File: config.mk
export PLATFORM = sky130hd
export DESIGN_NAME = hb_rx_parser
export DESIGN_NICKNAME = d
export VERILOG_FILES = /design/src/rtl/eer_rl_pkg.sv /design/src/rtl/hb_csum_acc.sv /design/src/rtl/hb_rx_parser.sv
export SDC_FILE = /design/constraint.sdc
export NUM_CORES = 1
export LEC_CHECK = 0
export CAP_MARGIN = 20
export CORE_AREA = 2 2 170 172
export CTS_CLUSTER_SIZE = 10
export DETAILED_ROUTE_END_ITERATION = 7
export DIE_AREA = 0 0 172 174
export GPL_ROUTABILITY_DRIVEN = 0
export GPL_TIMING_DRIVEN = 1
export MAX_ROUTING_LAYER = met4
export PLACE_DENSITY = 0.48
export SLEW_MARGIN = 5
export SYNTH_ARGS = -nofsm -noshare
export SYNTH_HDL_FRONTEND = slang
export SYNTH_SLANG_ARGS = --single-unit
File: constraint.sdc
create_clock -name clk -period 3.15 [get_ports clk]
set_clock_uncertainty 0.15 [all_clocks]
set_input_delay 0.63 -clock clk [delete_from_list [all_inputs] [get_ports clk]]
set_output_delay 0.63 -clock clk [all_outputs]
set_load 0.02 [all_outputs]
File: src/rtl/eer_rl_pkg.sv
// Shared EER-RL packet definitions: type codes, heartbeat word indices, parser states.
// HB_CHECKSUM_EN selects whether a heartbeat carries a trailing XOR checksum word.
package eer_rl_pkg;

    localparam int HB_WORD_W = 16;

    localparam logic [3:0] PKT_HB   = 4'h1;
    localparam logic [3:0] PKT_DATA = 4'h2;
    localparam logic [3:0] PKT_JOIN = 4'h3;
    localparam logic [3:0] PKT_ACK  = 4'h4;

    localparam logic [2:0] HB_W_HDR  = 3'd0;
    localparam logic [2:0] HB_W_SRC  = 3'd1;
    localparam logic [2:0] HB_W_HOPS = 3'd2;
    localparam logic [2:0] HB_W_CHID = 3'd3;
    localparam logic [2:0] HB_W_SLOT = 3'd4;
    localparam logic [2:0] HB_W_EMAX = 3'd5;
    localparam logic [2:0] HB_W_EMIN = 3'd6;
    localparam logic [2:0] HB_W_CSUM = 3'd7;

`ifdef HB_CHECKSUM_EN
    localparam logic [2:0] HB_W_LAST = HB_W_CSUM;
`else
    localparam logic [2:0] HB_W_LAST = HB_W_EMIN;
`endif

    typedef enum logic [1:0] {
        ST_IDLE   = 2'd0,
        ST_BODY   = 2'd1,
        ST_DROP   = 2'd2,
        ST_COMMIT = 2'd3
    } hb_state_e;

endpackage

File: src/rtl/hb_csum_acc.sv
// Running XOR accumulator; clear and enable together load the first word directly.
module hb_csum_acc #(
    parameter int W = 16
) (
    input  logic         clk,
    input  logic         nrst,
    input  logic         i_clr,
    input  logic         i_en,
    input  logic [W-1:0] i_d,
    output logic [W-1:0] o_acc
);

    logic [W-1:0] r_acc;

    always_ff @(posedge clk or negedge nrst) begin
        if (!nrst) begin
            r_acc <= '0;
        end else if (i_clr) begin
            r_acc <= i_en ? i_d : '0;
        end else if (i_en) begin
            r_acc <= r_acc ^ i_d;
        end
    end

    assign o_acc = r_acc;

endmodule

File: src/rtl/hb_rx_parser.sv
// Heartbeat receive parser: shadows HB body words and commits them with a one-cycle en_MNI.
// Define HB_CHECKSUM_EN to require a trailing XOR checksum word (w7).
module hb_rx_parser
    import eer_rl_pkg::*;
#(
    parameter int         W       = HB_WORD_W,
    parameter logic [3:0] HB_TYPE = PKT_HB
) (
    input  logic         clk,
    input  logic         nrst,
    input  logic [W-1:0] rx_data,
    input  logic         rx_valid,
    input  logic         rx_sop,
    input  logic         rx_eop,
    output logic         rx_ready,
    output logic [W-1:0] src_id,
    output logic [W-1:0] hops,
    output logic [W-1:0] CH_ID,
    output logic [W-1:0] timeslot,
    output logic [W-1:0] e_max,
    output logic [W-1:0] e_min,
    output logic         en_MNI,
    output logic         pkt_err
);

    hb_state_e    r_state, w_state_nxt;
    logic [2:0]   r_cnt, w_cnt_nxt;
    logic [W-1:0] r_sh_src, r_sh_hops, r_sh_chid, r_sh_slot, r_sh_emax, r_sh_emin;
    logic [W-1:0] r_src, r_hops, r_chid, r_slot, r_emax, r_emin;
    logic         r_pkt_err;

    logic         w_xfer, w_is_hb, w_last, w_csum_ok;
    logic         w_hdr, w_err, w_commit, w_sh_we;
    logic [W-1:0] w_hops_inc, w_emin;

    assign w_xfer  = rx_valid & rx_ready;
    assign w_is_hb = (rx_data[W-1 -: 4] == HB_TYPE);
    assign w_last  = (r_cnt == HB_W_LAST);

`ifdef HB_CHECKSUM_EN
    logic [W-1:0] w_acc;

    hb_csum_acc #(.W(W)) u_csum (
        .clk   (clk),
        .nrst  (nrst),
        .i_clr (w_hdr),
        .i_en  ((w_hdr & w_is_hb) | w_sh_we),
        .i_d   (rx_data),
        .o_acc (w_acc)
    );

    assign w_csum_ok = (rx_data == w_acc);
`else
    assign w_csum_ok = 1'b1;
`endif

    always_ff @(posedge clk or negedge nrst) begin
        if (!nrst) begin
            r_state   <= ST_IDLE;
            r_cnt     <= '0;
            r_pkt_err <= 1'b0;
        end else begin
            r_state   <= w_state_nxt;
            r_cnt     <= w_cnt_nxt;
            r_pkt_err <= w_err;
        end
    end

    always_comb begin
        w_state_nxt = r_state;
        w_cnt_nxt   = r_cnt;
        w_hdr       = 1'b0;
        w_err       = 1'b0;
        w_commit    = 1'b0;
        w_sh_we     = 1'b0;
        unique case (r_state)
            ST_IDLE: begin
                if (w_xfer && rx_sop) w_hdr = 1'b1;
            end
            ST_BODY: begin
                if (w_xfer) begin
                    if (rx_sop) begin
                        w_err = 1'b1;
                        w_hdr = 1'b1;
                    end else if (w_last) begin
                        if (!rx_eop) begin
                            w_err       = 1'b1;
                            w_state_nxt = ST_DROP;
                        end else if (!w_csum_ok) begin
                            w_err       = 1'b1;
                            w_state_nxt = ST_IDLE;
                        end else begin
                            w_commit    = 1'b1;
                            w_state_nxt = ST_COMMIT;
                        end
                    end else if (rx_eop) begin
                        w_err       = 1'b1;
                        w_state_nxt = ST_IDLE;
                    end else begin
                        w_sh_we   = 1'b1;
                        w_cnt_nxt = r_cnt + 3'd1;
                    end
                end
            end
            ST_DROP: begin
                if (w_xfer && rx_eop) w_state_nxt = ST_IDLE;
            end
            ST_COMMIT: w_state_nxt = ST_IDLE;
            default:   w_state_nxt = ST_IDLE;
        endcase
        // A header restarts parsing identically from IDLE or mid-body.
        if (w_hdr) begin
            if (w_is_hb) begin
                w_state_nxt = ST_BODY;
                w_cnt_nxt   = 3'd1;
            end else if (rx_eop) begin
                w_state_nxt = ST_IDLE;
            end else begin
                w_state_nxt = ST_DROP;
            end
        end
    end

    always_ff @(posedge clk or negedge nrst) begin
        if (!nrst) begin
            r_sh_src  <= '0;
            r_sh_hops <= '0;
            r_sh_chid <= '0;
            r_sh_slot <= '0;
            r_sh_emax <= '0;
            r_sh_emin <= '0;
        end else if (w_sh_we) begin
            case (r_cnt)
                HB_W_SRC:  r_sh_src  <= rx_data;
                HB_W_HOPS: r_sh_hops <= rx_data;
                HB_W_CHID: r_sh_chid <= rx_data;
                HB_W_SLOT: r_sh_slot <= rx_data;
                HB_W_EMAX: r_sh_emax <= rx_data;
                HB_W_EMIN: r_sh_emin <= rx_data;
                default: ;
            endcase
        end
    end

    // Without a checksum, e_min arrives on the committing word itself.
    assign w_emin     = (r_cnt == HB_W_EMIN) ? rx_data : r_sh_emin;
    assign w_hops_inc = (r_sh_hops == {W{1'b1}}) ? r_sh_hops : r_sh_hops + W'(1);

    always_ff @(posedge clk or negedge nrst) begin
        if (!nrst) begin
            r_src  <= '0;
            r_hops <= '0;
            r_chid <= '0;
            r_slot <= '0;
            r_emax <= '0;
            r_emin <= '0;
        end else if (w_commit) begin
            r_src  <= r_sh_src;
            r_hops <= w_hops_inc;
            r_chid <= r_sh_chid;
            r_slot <= r_sh_slot;
            r_emax <= r_sh_emax;
            r_emin <= w_emin;
        end
    end

    assign rx_ready = (r_state != ST_COMMIT);
    assign en_MNI   = (r_state == ST_COMMIT);
    assign pkt_err  = r_pkt_err;
    assign src_id   = r_src;
    assign hops     = r_hops;
    assign CH_ID    = r_chid;
    assign timeslot = r_slot;
    assign e_max    = r_emax;
    assign e_min    = r_emin;

endmodule

Word-level counts from Yosys, hierarchy flattened
Index checks and enable logic that the tools add are counted.
Widths: inputs -> output; s select.

storage, ports and cells
  output and inout bits = 99
  register bits = 198

operators by class
  muxes and demuxes = 37
  equal/unequal tests = 16
  reduce and logical (&&, ||, !) cells = 10
  bitwise logic cells = 1
  $add $sub $neg = 2

operators with widths
  kind                   number
  $mux 16                2
  $mux 3                 7
  $mux 1                 18
  $add 16x1->16 const B  1
  $eq 16x16->1 const B   1
  $mux 2                 8
  $reduce_and 2->1       5
  $eq 3x3->1 const B     3
  $ne 3x3->1 const B     3
  $eq 3x2->1 const B     2
  $pmux 2 s3             1
  $reduce_and 5->1       1
  $eq 2x2->1 const B     2
  $eq 4x1->1 const B     1
  $ne 4x4->1 const B     1
  $reduce_bool 4->1      1
  $add 3x1->3 const B    1
  $eq 3x1->1 const B     1
  $eq 2x1->1 const B     1
  $logic_and 1x1->1      2
  $logic_not 2->1        1
  $ne 2x2->1 const B     1
  $pmux 1 s2             1
  $and 1x1->1            1

Depth between registers and ports, before layout
Gate-level depths: netlist (run 1).

  depth in word-level cells = 8
  depth in mapped cells = 13
  gate-level depth less buffers = 9

Worst setup path after synthesis (run 1)
Ideal clock, no wire load.

  kind = register to register
  start = register r_cnt[0]
  end = register r_emax[0] (netlist: e_max[0])
  arrival time = 2260 ps
  data required time = 2883 ps
  period minus slack after synthesis = 2527 ps
  setup slack = 623 ps
  path buffers = 4
  cell stages (with the launch flop) = 14
  cells stage by stage = dfrtp_1 inv_1 ha_1 nand2_2 inv_2 buf_2 ha_1 inv_1 or2_1 clkbuf_1 buf_2 buf_2 nand2_1 nand2_1

between the ends
  cells in the longest elaborated chain, start to end = 5

RTL lines
  element                 RTL line             text
  from (decl)             hb_rx_parser.sv:27   logic [2:0] r_cnt, w_cnt_nxt;
  from (signal assigned)  hb_rx_parser.sv:64   r_cnt <= w_cnt_nxt;
  $eq 3x3->1              hb_rx_parser.sv:38   assign w_last = (r_cnt == HB_W_LAST);
  $mux 1                  hb_rx_parser.sv:85   end else if (w_last) begin
  $mux 1                  hb_rx_parser.sv:82   if (rx_sop) begin
  $mux 1                  hb_rx_parser.sv:81   if (w_xfer) begin
  $mux 1                  hb_rx_parser.sv:76   unique case (r_state)
  to (signal assigned)    hb_rx_parser.sv:162  r_emax <= r_sh_emax;
  to (decl)               hb_rx_parser.sv:29   logic [W-1:0] r_src, r_hops, r_chid, r_slot, r_emax, r_emin;

No other way between the ends.
A chain may end at the register's enable or synchronous reset.

Worst setup path after layout (run 1)
  start = register r_state[0]
  end = output port rx_ready

between the ends
  cells in the longest elaborated chain, start to end = 1

RTL lines
  element                 RTL line             text
  from (decl)             hb_rx_parser.sv:26   hb_state_e r_state, w_state_nxt;
  from (signal assigned)  hb_rx_parser.sv:63   r_state <= w_state_nxt;
  $ne 2x2->1              hb_rx_parser.sv:167  assign rx_ready = (r_state != ST_COMMIT);
  to (decl)               hb_rx_parser.sv:15   output logic rx_ready,

No other way between the ends.

==> flow_summary.yaml, run 1 <==
clocking:
  post-cts-setup-buffers: 0
  clkTransAtPathRegs_ns: 0.07
  cts_resized: 0
  cts_num_sinks: 198
  insertion_delay_ns: 0.43
  numCtsBuffers: 17
  root_buffer: "clkbuf_16"
  clk_path_buf_depth: 2
  cts_tree: "yes"
  hold_buffers: 0
  cts_htree_levels: 4
setup_path:
  r2r_slack_ns: 0.65
  cp-start-kind: "register"
  setup.worst_path.end: "rx_ready"
  required_ns: 2.37
  worstRegToRegCells: 9
  end_kind: "output port"
  critPathLaunch: "r_state[0]$_DFFE_PN0P_"
  timing.rr.start: "r_cnt[0]$_DFF_PN0_"
  worstPathMaxFanout: 7
  reg2reg_to: "r_sh_chid[15]$_DFFE_PN0P_"
  crit_type: "reg -> out"
  crit_arrival_ns: 1.81
floorplanning:
  coreArea_mm2: 0.02824
  start_util: 0.2936
  die_w_um: 172
  die_height_um: 174
  ioPinCount: 120
  fp.dieArea_mm2: 0.02993
  rows: 62
yosys:
  synthAdderAreaFrac: 0.01811
  syn_area_mm2: 0.008289
  yosysUniqueCellTypes: 50
  synth.avg_cell_area_um2: 11.58
  synth_mux_area_frac: 0.1571
  synth-simple-area-share: 0.1547
  synth-seq-cells: 198
  synth_edf_count: 0
  seq_area_frac_synth: 0.5977
  synth_top_family_by_area: "multiplexers"
  synth_cells: 716
  async_flop_share: 1.000
  yosys_warnings: 0
  syn-num-nets: 749
  synth_xor_area_frac: 0.003170
  synth_ff_type: "dfrtp_1"
  synth_compound_area_frac: 0.03909
global_routing:
  grt_use_total: 0.1545
  grt_max_degree: 60
  antenna_found_initial: 0
  grt_pass1_wl_um: 33570
  grt_pass1_vias: 5662
  grt_overflow: 0
run_status:
  status: "finished, final reports clean"
routing:
  antenna_left: 0
  first_pass_iters: 4
  viasPerCell: 4.398
  first_iter_violations: 312
  drc: 0
  totalWireLength_um: 21030
  num_vias: 5436
  wire_per_inst_um: 17.02
power:
  ir_drop_v: 0.0003264
  power_density_mw_per_mm2: 468.4
  leakage_nw: 5.107
cells_and_area:
  multi_input_area_mm2: 0.003095
  antenna_cells: 0
  regArea_mm2: 0.004955
  drive_above_1_share: 0.1913
  fill_cells: 2873
  syn2layout_area_growth_pct: 26.96
  fin_nets: 872
  fin_util: 0.3727
placed_design:
  io_buffers: 119
  dp_hpwl_um: 14200
sta:
  tightest_slew_ns: 0.6640
  drv_slew: 0
  fmax_ghz: 0.3861
  setup_viol: 0
  fin_setup_tns_ns: 0
  fin_crit_ns: 2.590
  rsz0062_at_grt: "no"
  finalHoldViolations: 0
  post-route-period-util: 0.8222
  max_slew_margin: 0.5560
  hold_ws_ns: 0.02625
min_path:
  hold_path_class: "in -> async"
flow_run:
  drv_cap: 0
area by class of cell:
| class | count | area share |
|---|---|---|
| clock inverter | 14 | 0.01106 |
| inverter | 12 | 0.004280 |
| multi-input combinational | 473 | 0.2941 |
| tap | 384 | 0.04565 |
| clock buffer | 18 | 0.04173 |
| timing repair buffer | 137 | 0.1323 |
| sequential | 198 | 0.4708 |
worst max-delay path: stages (launching register included):
cell             delay [ns]
dfrtp_1                0.43
ha_1                   0.29
inv_1                  0.07
clkdlybuf4s50_1        0.59
logic make-up after synthesis:
| logic type | Yosys count |
|---|---|
| flip-flops | 198 |
| adder cells (fa/ha/maj) | 12 |
| XOR/XNOR | 3 |
| AO/OA/AOI/OAI | 54 |
| buffers and inverters | 45 |
| multiplexers | 118 |
| AND/OR/NAND/NOR | 286 |
how the worst min path moves through the flow:
| stage | start | to | slack, ns | cells after the start |
|---|---|---|---|---|
| after floorplan | nrst | CH_ID[0]$_DFFE_PN0P_ | 0.18 | 0 |
| after global placement | r_sh_slot[14]$_DFFE_PN0P_ | timeslot[14]$_DFFE_PN0P_ | 0.30 | 2 |
| after detailed placement | r_sh_slot[14]$_DFFE_PN0P_ | timeslot[14]$_DFFE_PN0P_ | 0.30 | 2 |
| after CTS | nrst | timeslot[1]$_DFFE_PN0P_ | 0.03 | 1 |
| after global routing | nrst | timeslot[1]$_DFFE_PN0P_ | 0.05 | 1 |
| final | nrst | timeslot[0]$_DFFE_PN0P_ | 0.03 | 1 |
Yosys cell counts (all sizes together), types with 3 or more instances:
cell      n  area share
mux2     97        0.13
clkbuf   14      0.0091
nand2   223        0.10
nand3    10       0.013
inv      12      0.0054
or3       7      0.0053
dfrtp   198        0.60
mux2i    21       0.025
ha       12       0.018
o21ai    29       0.018
nor2     19       0.011
o31ai     7      0.0063
a31oi     8      0.0060
nand4     4      0.0045
nor3      4      0.0024
and3      3      0.0023
buf      19       0.016
per-stage QoR:
| stage | power [W] | setup WS [ns] | instances | cell area [µm²] |
|---|---|---|---|---|
| after CTS | 0.005011 | 0.5139 | 1236 | 10520 |
| after global routing | 0.005147 | 0.4656 | 1236 | 10520 |
| after detailed placement | 0.002905 | 0.3268 | 1204 | 9968 |
| after global placement | 0.002903 | 0.2978 | 1204 | 9968 |
| final | 0.004929 | 0.5599 | 1236 | 10520 |
| after floorplan | 0.002744 | 0.6233 | 716 | 8289 |
state kept, by name, summed over array words and instances (netlist names):
| name | count |
|---|---|
| CH_ID | 16 |
| e_max | 16 |
| e_min | 16 |
| hops | 16 |
| r_sh_chid | 16 |
| r_sh_emax | 16 |
| r_sh_emin | 16 |
| r_sh_hops | 16 |
| r_sh_slot | 16 |
| r_sh_src | 16 |
| src_id | 16 |
| timeslot | 16 |
| r_cnt | 3 |
| r_state | 2 |
| pkt_err | 1 |
per-layer routing:
| metal | routed length, µm | track usage | vias up |
|---|---|---|---|
| li1 | - | - | 2650 |
| met3 | 484 | 0.02801 | 16 |
| met1 | 10250 | 0.2111 | 2691 |
| met2 | 10030 | 0.2374 | 79 |
| met4 | 266 | 0.03992 | 0 |
| met5 | 0 | - | - |
cell usage in the layout, fill, tap and decap left out, types with 3 or more instances in the layout:
master	instances
nand2_1	220
dfrtp_1	198
clkdlybuf4s50_1	118
mux2_2	97
o21ai_0	29
mux2i_1	21
nor2_1	17
clkbuf_16	17
buf_4	13
ha_1	12
inv_1	11
a31oi_1	8
o31ai_1	7
or3_1	7
nand3_1	5
inv_6	5
buf_12	5
nor3_1	4
nand3_4	4
nand2_2	3
and3_1	3
clkinvlp_4	3
report_power, final:
group	switching [W]	total [W]	internal, W	leakage (nW)
clock network	0.00103	0.00209	0.00106	0.268
registers	0.0000248	0.00259	0.00257	2.76
logic	0.000159	0.000251	0.0000918	2.07
Note: power is estimated with default switching activity, not from simulation.
==> run 2, diff against run 1 <==
- clock period: 3.15 -> 2.6 ns (I/O delays scaled with it)
==> flow_summary.yaml, run 2 (same netlist as run 1, synthesis figures left out) <==
setup_path:
  reg2reg_to: "r_sh_src[4]$_DFFE_PN0P_"
  required_ns: 1.93
  timing.rr.start: "r_cnt[0]$_DFF_PN0_"
  setup.worst_path.end: "rx_ready"
  worstRegToRegCells: 8
  end_kind: "output port"
  critPathLaunch: "r_state[0]$_DFFE_PN0P_"
  crit_type: "reg -> out"
  cp-start-kind: "register"
  r2r_slack_ns: 0.23
  worstPathMaxFanout: 7
  crit_arrival_ns: 1.83
sta:
  setup_ws_ns: 0.1022
  fin_setup_tns_ns: 0
  fin_crit_ns: 2.498
  fmax_ghz: 0.4004
  tightest_slew_ns: 0.6012
  setup_viol: 0
  drv_slew: 0
  finalHoldViolations: 0
  max_slew_margin: 0.5979
  rsz0062_at_grt: "no"
  post-route-period-util: 0.9607
floorplanning:
  ioPinCount: 120
  coreArea_mm2: 0.02824
  die_w_um: 172
  fp.dieArea_mm2: 0.02993
  die_height_um: 174
  start_util: 0.2936
  rows: 62
flow_run:
  drv_cap: 0
placed_design:
  io_buffers: 119
  dp_slack_ns: 0.008697
  dp_hpwl_um: 14470
routing:
  drc: 0
  num_vias: 5533
  first_pass_iters: 4
  wire_per_inst_um: 17.16
  antenna_left: 0
  viasPerCell: 4.459
  first_iter_violations: 249
  totalWireLength_um: 21300
global_routing:
  grt_max_degree: 49
  grt_overflow: 0
  grt_pass1_vias: 5654
  grt_pass1_wl_um: 33540
  grt_use_total: 0.1531
  antenna_found_initial: 0
cells_and_area:
  multi_input_area_mm2: 0.003095
  syn2layout_area_growth_pct: 28.33
  fill_cells: 2844
  regArea_mm2: 0.004955
  fin_nets: 878
  layout_commonest_cell: "nand2_1"
  antenna_cells: 0
  final_cell_mix: "220 x nand2_1, 198 x dfrtp_1, 118 x clkdlybuf4s50_1"
  drive_above_1_share: 0.1949
clocking:
  root_buffer: "clkbuf_16"
  clk_path_buf_depth: 2
  insertion_delay_ns: 0.43
  numCtsBuffers: 17
  post-cts-setup-buffers: 0
  cts_htree_levels: 4
  cts_tree: "yes"
  cts_num_sinks: 198
  clkTransAtPathRegs_ns: 0.07
  cts_resized: 0
power:
  leakage_nw: 5.168
  ir_drop_v: 0.0004181
  power_density_mw_per_mm2: 575.6
min_path:
  hold_path_class: "reg -> reg"
run_status:
  status: "finished, final reports clean"
[run 2: how the worst min path moves through the flow]
stage	startpoint	end	slack (ns)	cells after the start
4_1_cts	r_sh_slot[13]$_DFFE_PN0P_	timeslot[13]$_DFFE_PN0P_	0.32	2
2_1_floorplan	nrst	CH_ID[0]$_DFFE_PN0P_	0.07	0
6_report	r_sh_slot[13]$_DFFE_PN0P_	timeslot[13]$_DFFE_PN0P_	0.31	2
5_1_grt	r_sh_slot[13]$_DFFE_PN0P_	timeslot[13]$_DFFE_PN0P_	0.33	2
3_5_place_dp	r_sh_slot[13]$_DFFE_PN0P_	timeslot[13]$_DFFE_PN0P_	0.30	2
3_3_place_gp	r_sh_slot[13]$_DFFE_PN0P_	timeslot[13]$_DFFE_PN0P_	0.30	2
[run 2: layout make-up]
cell class / count / area share
Clock buffer: 19 / 0.04258
Clock inverter: 12 / 0.01235
Inverter: 12 / 0.004234
Multi-Input combinational cell: 473 / 0.2910
Sequential cell: 198 / 0.4658
Tap cell: 384 / 0.04517
Timing Repair Buffer: 143 / 0.1389
[run 2: timing repair]
action,in CTS,in global routing
hold buffers,1,0
setup endpoints to repair,0,0
endpoints found under the hold margin,34,0
[run 2: critical path: stages (launching register included)]
cell and delay [ns]:
dfrtp_1 0.43, ha_1 0.30, inv_1 0.08, clkdlybuf4s50_1 0.59
[run 2: per-stage QoR]
step / total power (W) / std cells / area (µm²) / utilization / hold WS (ns)
2_1_floorplan: 0.003324 / 716 / 8289 / - / 0.07441
3_3_place_gp: 0.003521 / 1209 / 10040 / 0.3557 / 0.2988
3_5_place_dp: 0.003524 / 1209 / 10040 / 0.3557 / 0.2951
4_1_cts: 0.006200 / 1241 / 10640 / 0.3767 / 0.3152
5_1_grt: 0.006348 / 1241 / 10640 / 0.3767 / 0.3294
6_report: 0.006123 / 1241 / 10640 / 0.3767 / 0.3132
[run 2: where the power goes]
| part | switching, W | leakage, nW | total, W | internal (W) |
|---|---|---|---|---|
| clock | 0.00126 | 0.289 | 0.00267 | 0.00141 |
| sequential | 0.0000305 | 2.76 | 0.00314 | 0.00311 |
| combinational | 0.000199 | 2.12 | 0.000314 | 0.000115 |
| total | 0.00149 | 5.17 | 0.00612 | 0.00463 |
[run 2: metal layers]
metal | wire length (µm) | GRT usage | vias to the layer above
met1 | 10170 | 0.2016 | 2758
met3 | 634 | 0.02459 | 17
met4 | 340 | 0.04517 | 0
li1 | - | - | 2675
met5 | 0 | - | -
met2 | 10150 | 0.2435 | 83
==> run 3, diff against run 2 <==
- GPL_TIMING_DRIVEN: 1 -> 0
==> flow_summary.yaml, run 3 (same netlist as run 1, synthesis figures left out) <==
run_status:
  status: "finished, final reports clean"
setup_path:
  crit_type: "reg -> out"
  worstPathMaxFanout: 7
  required_ns: 1.93
  end_kind: "output port"
  cp-start-kind: "register"
  crit_arrival_ns: 1.81
routing:
  wire_per_inst_um: 17.54
  drc: 0
  first_iter_violations: 327
  antenna_left: 0
  first_pass_iters: 4
  viasPerCell: 4.478
  totalWireLength_um: 22020
  num_vias: 5620
flow_run:
  drv_cap: 0
placed_design:
  place_inst: 1221
  io_buffers: 119
  dp_slack_ns: -0.9595
  dp_hpwl_um: 15020
floorplanning:
  die_w_um: 172
  fp.dieArea_mm2: 0.02993
  coreArea_mm2: 0.02824
  ioPinCount: 120
  die_height_um: 174
  start_util: 0.2936
  rows: 62
min_path:
  hold_path_class: "reg -> reg"
clocking:
  cts_num_sinks: 198
  numCtsBuffers: 17
  clk_path_buf_depth: 2
  insertion_delay_ns: 0.43
  cts_tree: "yes"
  root_buffer: "clkbuf_16"
  cts_htree_levels: 4
  clkTransAtPathRegs_ns: 0.07
global_routing:
  grt_pass1_wl_um: 34600
  antenna_found_initial: 0
  grt_max_degree: 85
  grt_pass1_vias: 5791
  grt_overflow: 0
  grt_use_total: 0.1592
cells_and_area:
  antenna_cells: 0
  fin_nets: 891
  layout_commonest_cell: "nand2_1"
  final_cell_mix: "220 x nand2_1, 198 x dfrtp_1, 118 x clkdlybuf4s50_1"
  drive_above_1_share: 0.2078
  fin_cells: 1255
  syn2layout_area_growth_pct: 28.97
  fin_util: 0.3786
power:
  p_sw_frac: 0.2474
  leakage_nw: 5.204
  power_density_mw_per_mm2: 563.0
  p_switching_w: 0.001489
  pwr-share-seq: 0.522
  combPwrFrac: 0.051
  pwr-share-clk: 0.427
  ir_drop_v: 0.0003422
  internal_power_w: 0.004530
sta:
  setup_viol: 0
  fin_crit_ns: 2.481
  tightest_slew_ns: 0.6252
  post-route-period-util: 0.9544
  fmax_ghz: 0.4030
  setup_ws_ns: 0.1187
  drv_slew: 0
  max_slew_margin: 0.5819
  rsz0062_at_grt: "no"
  finalHoldViolations: 0
run 3: changes by cell type in the layout (fill, tap and decap cells not counted), moves of 2 or more:
cell,change
buf_12,-8
buf_6,+7
clkinv_4,+5
buf_16,+2
clkbuf_1,+2
buf_4,-10
inv_8,-3
clkbuf_2,+8
clkbuf_4,+3
buf_2,+6
buf_8,+2
run 3: layout make-up:
class,count,area [µm²]
Clock inverter,13,118.9
Sequential cell,198,4955
Timing Repair Buffer,124,1276
Fill cell,2856,17550
Multi-Input combinational cell,473,3113
Clock buffer,19,452.9
Tap cell,384,480.5
Inverter,12,50.05
Buffer,32,244.0
run 3: critical path: stages, from the launching register on:
cell and delay, ns:
dfrtp_1 0.42, ha_1 0.29, inv_1 0.08, clkdlybuf4s50_1 0.59
run 3: per-layer routing:
metal	GRT usage	wire length (µm)	up-vias
li1	-	-	2690
met1	0.2182	10550	2830
met2	0.2463	10570	86
met3	0.02641	646	14
met4	0.03992	248	0
met5	-	0	-
run 3: worst paths after layout:
kind | startpoint | to | slack (ns) | cells past startpoint
worst max-delay path | r_state[0]$_DFFE_PN0P_ | rx_ready | 0.12 | 3
max in group asynchronous | nrst | r_sh_src[10]$_DFFE_PN0P_ | 0.79 | 4
worst min-delay path | r_sh_chid[10]$_DFFE_PN0P_ | CH_ID[10]$_DFFE_PN0P_ | 0.31 | 2
worst max register to register | r_cnt[0]$_DFF_PN0_ | src_id[10]$_DFFE_PN0P_ | 0.16 | 12
min in group asynchronous | nrst | e_max[12]$_DFFE_PN0P_ | 0.38 | 2
worst min register to register | r_sh_chid[10]$_DFFE_PN0P_ | CH_ID[10]$_DFFE_PN0P_ | 0.31 | 2
run 3: repair_timing:
item	CTS	global route
pin swaps	1	1
resized for setup	19	12
buffers inserted	0	2
hold buffers	1	0
endpoints found under the hold margin	34	0
cloned	0	0
setup endpoints to repair	97	85
run 3: power groups by stage:
stage / Combinational [W] / Sequential [W] / Clock, W
floorplan: 0.000129 / 0.00320 / 0
global placement: 0.000297 / 0.00320 / 0
detailed placement: 0.000311 / 0.00320 / 0
CTS: 0.000318 / 0.00314 / 0.00265
global route: 0.000348 / 0.00315 / 0.00280
finish: 0.000308 / 0.00314 / 0.00257
run 3: metrics by stage:
stage | instance area [µm²] | power [W] | hold WS, ns | setup TNS (ns)
6_report | 10690 | 0.006019 | 0.3106 | 0
2_1_floorplan | 8289 | 0.003324 | 0.07441 | 0
3_5_place_dp | 10020 | 0.003512 | 0.2609 | -73.18
4_1_cts | 10660 | 0.006110 | 0.3137 | 0
3_3_place_gp | 9961 | 0.003501 | 0.2948 | -1658.70
5_1_grt | 10690 | 0.006293 | 0.3318 | 0
